--- config.mk ---
export PLATFORM = sky130hd
export DESIGN_NAME = tdc_packetizer
export DESIGN_NICKNAME = d
export VERILOG_FILES = /design/src/rtl/tiny_tdc_pkg.sv /design/src/rtl/sync_fifo.sv /design/src/rtl/tdc_packetizer.sv
export SDC_FILE = /design/constraint.sdc
export NUM_CORES = 1
export LEC_CHECK = 0
export BUFFER_PORTS_ARGS = -buffer_cell sky130_fd_sc_hd__buf_2
export CELL_PAD_IN_SITES_DETAIL_PLACEMENT = 1
export CELL_PAD_IN_SITES_GLOBAL_PLACEMENT = 1
export CORE_UTILIZATION = 50
export DETAILED_ROUTE_END_ITERATION = 6
export PLACE_DENSITY = 0.83
export SLEW_MARGIN = 10
export SYNTH_ARGS = -nofsm -noshare
export SYNTH_HDL_FRONTEND = slang
export SYNTH_SLANG_ARGS = --single-unit
export TNS_END_PERCENT = 30
--- constraint.sdc ---
create_clock -name clk -period 2.53 [get_ports clk]
set_input_delay 0.1265 -clock clk [delete_from_list [all_inputs] [get_ports clk]]
set_output_delay 0.1265 -clock clk [all_outputs]
set_load 0.05 [all_outputs]
--- src/rtl/tiny_tdc_pkg.sv ---
// Shared definitions for the TDC packetizer slice.
//   SYNC_BYTE    : first byte of every packet
//   pkt_state_e  : packetizer FSM states
//   nbytes()     : payload byte count for a given sample width
//   payload_byte : selects payload byte k (0 = most significant) of a zero-extended word
//   chk_byte     : packet checksum, XOR of SEQ and every payload byte
package tiny_tdc_pkg;

    localparam logic [7:0] SYNC_BYTE = 8'hA5;

    typedef enum logic [2:0] {
        IDLE  = 3'd0,
        LOAD  = 3'd1,
        OFFER = 3'd2,
        HOLD  = 3'd3,
        REARM = 3'd4
    } pkt_state_e;

    function automatic int nbytes(input int width);
        return (width + 32'sd7) / 32'sd8;
    endfunction

    // Only meaningful for 0 <= k < nb; byte 0 is the most significant payload byte.
    function automatic logic [7:0] payload_byte(input logic [31:0] payload, input int nb, input int k);
        logic [31:0] shifted;
        shifted = payload >> (32'sd8 * (nb - 32'sd1 - k));
        return shifted[7:0];
    endfunction

    function automatic logic [7:0] chk_byte(input logic [7:0] seq, input logic [31:0] payload, input int nb);
        logic [7:0] acc;
        acc = seq;
        for (int k = 0; k < 32'sd4; k++) begin
            if (k < nb) begin
                acc = acc ^ payload_byte(payload, nb, k);
            end
        end
        return acc;
    endfunction

endpackage

--- src/rtl/sync_fifo.sv ---
// Synchronous first-word-fall-through FIFO.
//   clk, rst : clock, asynchronous active-high reset (empties the FIFO)
//   push/din : write request and data; a push while full is accepted only
//              when a pop happens in the same cycle
//   pop/dout : read request; dout shows the head entry whenever !empty
//   full, empty : occupancy flags
module sync_fifo #(
    parameter int WIDTH = 8,
    parameter int DEPTH = 4
) (
    input  logic             clk,
    input  logic             rst,
    input  logic             push,
    input  logic             pop,
    input  logic [WIDTH-1:0] din,
    output logic [WIDTH-1:0] dout,
    output logic             full,
    output logic             empty
);
    localparam int AW = $clog2(DEPTH);

    logic [WIDTH-1:0] mem_r [DEPTH];
    logic [AW:0]      wr_ptr_r;
    logic [AW:0]      rd_ptr_r;
    logic             do_push_s;
    logic             do_pop_s;

    // Pointers carry one extra wrap bit so full and empty are distinguishable.
    assign empty     = (wr_ptr_r == rd_ptr_r);
    assign full      = (wr_ptr_r[AW] != rd_ptr_r[AW]) && (wr_ptr_r[AW-1:0] == rd_ptr_r[AW-1:0]);
    assign do_pop_s  = pop && !empty;
    assign do_push_s = push && (!full || do_pop_s);
    assign dout      = mem_r[rd_ptr_r[AW-1:0]];

    // Pointer update.
    always_ff @(posedge clk or posedge rst) begin
        if (rst) begin
            wr_ptr_r <= '0;
            rd_ptr_r <= '0;
        end else begin
            if (do_push_s) begin
                wr_ptr_r <= wr_ptr_r + (AW+1)'(1'b1);
            end
            if (do_pop_s) begin
                rd_ptr_r <= rd_ptr_r + (AW+1)'(1'b1);
            end
        end
    end

    // Storage write; contents are don't-care until the pointers cover them.
    always_ff @(posedge clk) begin
        if (do_push_s) begin
            mem_r[wr_ptr_r[AW-1:0]] <= din;
        end
    end

endmodule

--- src/rtl/tdc_packetizer.sv ---
// Frames TDC samples into byte packets for a UART serializer:
//   SYNC(0xA5), SEQ, payload MSB first, CHK (XOR of SEQ and payload).
//   clk, rst          : clock, asynchronous active-high reset
//   sample_valid/data : one-cycle strobe and measurement word
//   out_valid/ready/data : byte handshake towards the serializer
//   busy              : packet in flight
//   overflow          : sticky, a sample was dropped on a full FIFO
//   drop_count        : dropped samples, saturating at 255
// Every byte is held on out_data until the serializer has dropped and
// re-raised out_ready, so it stays stable for the whole shift-out.
module tdc_packetizer
    import tiny_tdc_pkg::*;
#(
    parameter int SAMPLE_W   = 16,
    parameter int FIFO_DEPTH = 4
) (
    input  logic                clk,
    input  logic                rst,
    input  logic                sample_valid,
    input  logic [SAMPLE_W-1:0] sample_data,
    output logic                out_valid,
    input  logic                out_ready,
    output logic [7:0]          out_data,
    output logic                busy,
    output logic                overflow,
    output logic [7:0]          drop_count
);
    localparam int         NB       = nbytes(SAMPLE_W);
    localparam logic [2:0] LAST_IDX = 3'(NB + 2);

    pkt_state_e          state_r, state_s;
    logic [31:0]         hold_r, hold_s;
    logic [7:0]          chk_r, chk_s;
    logic [7:0]          seq_r, seq_s;
    logic [2:0]          idx_r, idx_s;
    logic                out_valid_r, out_valid_s;
    logic [7:0]          out_data_r, out_data_s;
    logic                busy_r, busy_s;
    logic                overflow_r, overflow_s;
    logic [7:0]          drop_count_r, drop_count_s;
    logic [7:0]          cur_byte_s;
    logic                fifo_pop_s;
    logic                fifo_full_s;
    logic                fifo_empty_s;
    logic [SAMPLE_W-1:0] fifo_dout_s;
    logic                drop_s;

    sync_fifo #(
        .WIDTH (SAMPLE_W),
        .DEPTH (FIFO_DEPTH)
    ) u_fifo (
        .clk   (clk),
        .rst   (rst),
        .push  (sample_valid),
        .pop   (fifo_pop_s),
        .din   (sample_data),
        .dout  (fifo_dout_s),
        .full  (fifo_full_s),
        .empty (fifo_empty_s)
    );

    // A full FIFO still takes the sample if the FSM pops in the same cycle.
    assign drop_s = sample_valid && fifo_full_s && !fifo_pop_s;

    // Byte selected by the current packet index.
    always_comb begin
        cur_byte_s = 8'h00;
        if (idx_r == 3'd0) begin
            cur_byte_s = SYNC_BYTE;
        end else if (idx_r == 3'd1) begin
            cur_byte_s = seq_r;
        end else if (idx_r == LAST_IDX) begin
            cur_byte_s = chk_r;
        end else begin
            cur_byte_s = payload_byte(hold_r, NB, int'(idx_r) - 32'sd2);
        end
    end

    // Packet FSM: next state and next register values.
    always_comb begin
        state_s     = state_r;
        hold_s      = hold_r;
        chk_s       = chk_r;
        seq_s       = seq_r;
        idx_s       = idx_r;
        out_valid_s = out_valid_r;
        out_data_s  = out_data_r;
        busy_s      = busy_r;
        fifo_pop_s  = 1'b0;
        case (state_r)
            IDLE: begin
                if (!fifo_empty_s) begin
                    fifo_pop_s = 1'b1;
                    hold_s     = 32'(fifo_dout_s);
                    chk_s      = chk_byte(seq_r, 32'(fifo_dout_s), NB);
                    idx_s      = 3'd0;
                    busy_s     = 1'b1;
                    state_s    = LOAD;
                end else begin
                    busy_s = 1'b0;
                end
            end
            LOAD: begin
                out_data_s = cur_byte_s;
                state_s    = OFFER;
            end
            OFFER: begin
                if (out_valid_r && out_ready) begin
                    out_valid_s = 1'b0;
                    state_s     = HOLD;
                    if (idx_r == LAST_IDX) begin
                        seq_s = seq_r + 8'd1;
                    end else begin
                        seq_s = seq_r;
                    end
                end else if (out_ready) begin
                    out_valid_s = 1'b1;
                end else begin
                    out_valid_s = out_valid_r;
                end
            end
            HOLD: begin
                // Serializer must acknowledge by dropping ready before the next byte.
                if (!out_ready) begin
                    state_s = REARM;
                end else begin
                    state_s = HOLD;
                end
            end
            REARM: begin
                if (out_ready) begin
                    if (idx_r == LAST_IDX) begin
                        busy_s  = 1'b0;
                        state_s = IDLE;
                    end else begin
                        idx_s   = idx_r + 3'd1;
                        state_s = LOAD;
                    end
                end else begin
                    state_s = REARM;
                end
            end
            default: begin
                out_valid_s = 1'b0;
                busy_s      = 1'b0;
                state_s     = IDLE;
            end
        endcase
    end

    // Overflow flag and saturating drop counter.
    always_comb begin
        overflow_s   = overflow_r;
        drop_count_s = drop_count_r;
        if (drop_s) begin
            overflow_s = 1'b1;
            if (drop_count_r != 8'hFF) begin
                drop_count_s = drop_count_r + 8'd1;
            end else begin
                drop_count_s = drop_count_r;
            end
        end else begin
            overflow_s   = overflow_r;
            drop_count_s = drop_count_r;
        end
    end

    // State and output registers.
    always_ff @(posedge clk or posedge rst) begin
        if (rst) begin
            state_r      <= IDLE;
            hold_r       <= 32'h0;
            chk_r        <= 8'h00;
            seq_r        <= 8'h00;
            idx_r        <= 3'd0;
            out_valid_r  <= 1'b0;
            out_data_r   <= 8'h00;
            busy_r       <= 1'b0;
            overflow_r   <= 1'b0;
            drop_count_r <= 8'h00;
        end else begin
            state_r      <= state_s;
            hold_r       <= hold_s;
            chk_r        <= chk_s;
            seq_r        <= seq_s;
            idx_r        <= idx_s;
            out_valid_r  <= out_valid_s;
            out_data_r   <= out_data_s;
            busy_r       <= busy_s;
            overflow_r   <= overflow_s;
            drop_count_r <= drop_count_s;
        end
    end

    assign out_valid  = out_valid_r;
    assign out_data   = out_data_r;
    assign busy       = busy_r;
    assign overflow   = overflow_r;
    assign drop_count = drop_count_r;

endmodule

==> impl_metrics.csv <==
group,metric,value,unit
final_layout,final_nets,507,
logic_synthesis,synth_top_area_share,33.8,%
flow_run,cap_violations,0,
clock_network,clockBufferDepth,2,
logic_synthesis,synth_area_leader_cell,"edfxtp_1",
final_layout,fillCellCount,1055,
die,dieHeight,109,microns
sta,skew,0.00806,ns
sta,report.final.slew_viol_count,0,
logic_synthesis,netlist_area,5690,sq um
final_layout,antenna_cells,0,
clock_network,clk_pin_slew,0.06,ns
drt,viasPerCell,5.50,
final_layout,areaGrowthSynthToFinish,19.9,%
drt,drt_iter0_markers,150,
sta,hold_viol,0,
drt,post_drt_wl_per_cell,20.4,microns
worst_setup_path,arrival,2.61,ns
sta,finalSetupViolCount,0,
global_routing,grt_max_degree,46,
drt,wl,12800,microns
place,port_buffers,38,
worst_setup_path,worstPathMaxFanout,10,
final_layout,fin_cells,628,
global_routing,grt_usage,24.1,%
logic_synthesis,synth_most_common_cell,"edfxtp_1",
logic_synthesis,yosys_warnings,0,
global_routing,grt_pass1_wl,20600,microns
clock_network,cts_root_buf,"clkbuf_16",
sta,period_needed,2.31,ns
worst_setup_path,worstPathRequired,2.83,ns
clock_network,cts_max_level,4,
logic_synthesis,async_flop_share,49.6,%
place,dpl.cell_count,577,
clock_network,clock_latency,0.42,ns
global_routing,antenna_found_initial,0,
logic_synthesis,synthFlopType,"edfxtp_1",
die,start_util,51.8,%
die,pin_count,39,
drt,vias,3456,
pwr,peakVddDrop,793,uV
clock_network,cts_tree,"built",
clock_network,cts_num_sinks,127,
global_routing,grt_pass1_vias,3806,
worst_setup_path,cp-end-kind,"flip-flop",
sta,period_share,91.2,%
sta,fmax,434,MHz
die,rows,38,
hold_path,hold_path_class,"input pin to flip-flop",
logic_synthesis,syn-instance-count,405,
drt,antenna_left,0,
logic_synthesis,synthTopCellsByCount,"64 x edfxtp_1, 63 x dfrtp_1, 37 x nand2_1",
die,dieArea,11800,sq um
die,core,11000,sq um
pwr,power_density,1310,nW/um^2
sta,rsz0062_at_grt,"no",
logic_synthesis,ys_seq_area_share,61.5,%
logic_synthesis,syn_nets,437,
drt,drcViolationCount,0,
logic_synthesis,synth_edf_count,64,
drt,dr.pass1.iters,4,
place,place.gp.congestion,0.766,
clock_network,cts_buffers,17,
worst_setup_path,path_class,"flip-flop to flip-flop",
sta,worst_pin_slew,0.987,ns
logic_synthesis,synth_area_leaders,"edfxtp_1 34%, dfrtp_1 28%, xnor2_1 4.0%",
global_routing,grt_remaining_overflow,0,
sta,maxSlewHeadroom,34.1,%
pwr,p_leak,0.00279,uW
worst_setup_path,start_kind,"flip-flop",
logic_synthesis,synth.distinct_cells,47,
logic_synthesis,synth-seq-cells,127,
sta,tns,0,ns
status,status,"finished, final reports clean",
place,dp_hpwl,8010,microns
logic_synthesis,syn_area_per_cell,14.0,sq um
die,die_width,109,microns
final_layout,drive_gt1_share,23.6,%
==> critical path, cell delays in order, from the launching register on <==
cell and delay [ns]:
dfrtp_1 0.43, inv_1 0.15, ha_1 0.26, and2_1 0.40
and4_1 0.43, and3_1 0.24, nand4_1 0.12, xnor2_1 0.15
==> kinds of logic after synthesis <==
group,Yosys count,synth area share (%)
XOR/XNOR,39,6.66
AND/OR/NAND/NOR,84,7.37
buffers and inverters,28,2.90
multiplexers,53,12.4
adder cells (fa/ha/maj),12,2.64
AO/OA/AOI/OAI,62,6.55
flip-flops,127,61.5
==> sequential cells by signal (all words and copies together), names as in the netlist, 3 cells and up <==
| signal | cells |
|---|---|
| chk_r | 8 |
| drop_count | 8 |
| hold_r | 16 |
| idx_r | 3 |
| out_data | 8 |
| seq_r | 8 |
| state_r | 3 |
| u_fifo.mem_r | 64 |
| u_fifo.rd_ptr_r | 3 |
| u_fifo.wr_ptr_r | 3 |
==> worst paths after layout <==
check | from | to | slack, ns | depth (start not counted)
setup / recovery | idx_r[1] | seq_r[7] | 0.22 | 7
hold / removal | sample_data[8] | u_fifo.mem_r[0][8] | 0.46 | 2
setup reg to reg | idx_r[1] | seq_r[7] | 0.22 | 7
hold reg to reg | out_data[3] | out_data[3] | 0.47 | 2
max in group asynchronous | rst | hold_r[13] | 1.29 | 4
min in group asynchronous | rst | state_r[1] | 0.49 | 3
==> stage by stage <==
stage	total power (uW)	setup slack [ns]	hold WS, ns	area [sq um]	util [%]
6_report	8960	0.224	0.465	6820	62.1
5_1_grt	9420	0.0618	0.471	6820	62.1
4_1_cts	9020	0.240	0.437	6820	62.1
2_1_floorplan	5620	0.364	0.225	5690	-
3_5_place_dp	6320	0.264	0.346	6020	54.8
3_3_place_gp	6100	0.453	0.339	6020	54.8
==> what timing repair did <==
item | in CTS | in global routing
setup buffers | 0 | 0
endpoints found under the hold margin | 109 | 0
setup endpoints to repair | 0 | 0
hold buffers | 19 | 0
resized for setup | 0 | 0
==> final cells by class <==
| class | instances | area (sq um) | area share, % |
|---|---|---|---|
| Sequential cell | 127 | 3500 | 51.3 |
| Multi-Input combinational cell | 250 | 2030 | 29.7 |
| Tap cell | 140 | 175 | 2.57 |
| Clock buffer | 18 | 429 | 6.29 |
| Clock inverter | 14 | 188 | 2.75 |
| Inverter | 10 | 37.5 | 0.550 |
| Timing Repair Buffer | 69 | 470 | 6.89 |
==> power by group <==
group | internal, uW | switching, uW
clock network | 1650 | 936
logic | 1330 | 1850
registers | 2800 | 397
==> placed cells by master, fill, tap and decap left out, types with 6 or more instances in the layout <==
cell type	instances
a21oi_1	13
buf_2	38
buf_4	12
clkbuf_16	17
dfrtp_1	63
dlygate4sd3_1	19
edfxtp_1	64
ha_1	12
inv_1	9
mux2_2	18
mux2i_1	22
mux4_1	7
nand2_1	37
nand4_1	6
nor2_1	10
o21ai_0	35
xnor2_1	26
xor2_1	11
==> layer usage <==
metal | up-vias | track usage (%) | wire (microns)
li1 | 1614 | - | -
met5 | - | 0 | 0
met1 | 1762 | 30.6 | 5820
met4 | 0 | 7.34 | 189
met2 | 60 | 40.6 | 6510
met3 | 20 | 6.34 | 327
Note: power is estimated with default switching activity, not from simulation.
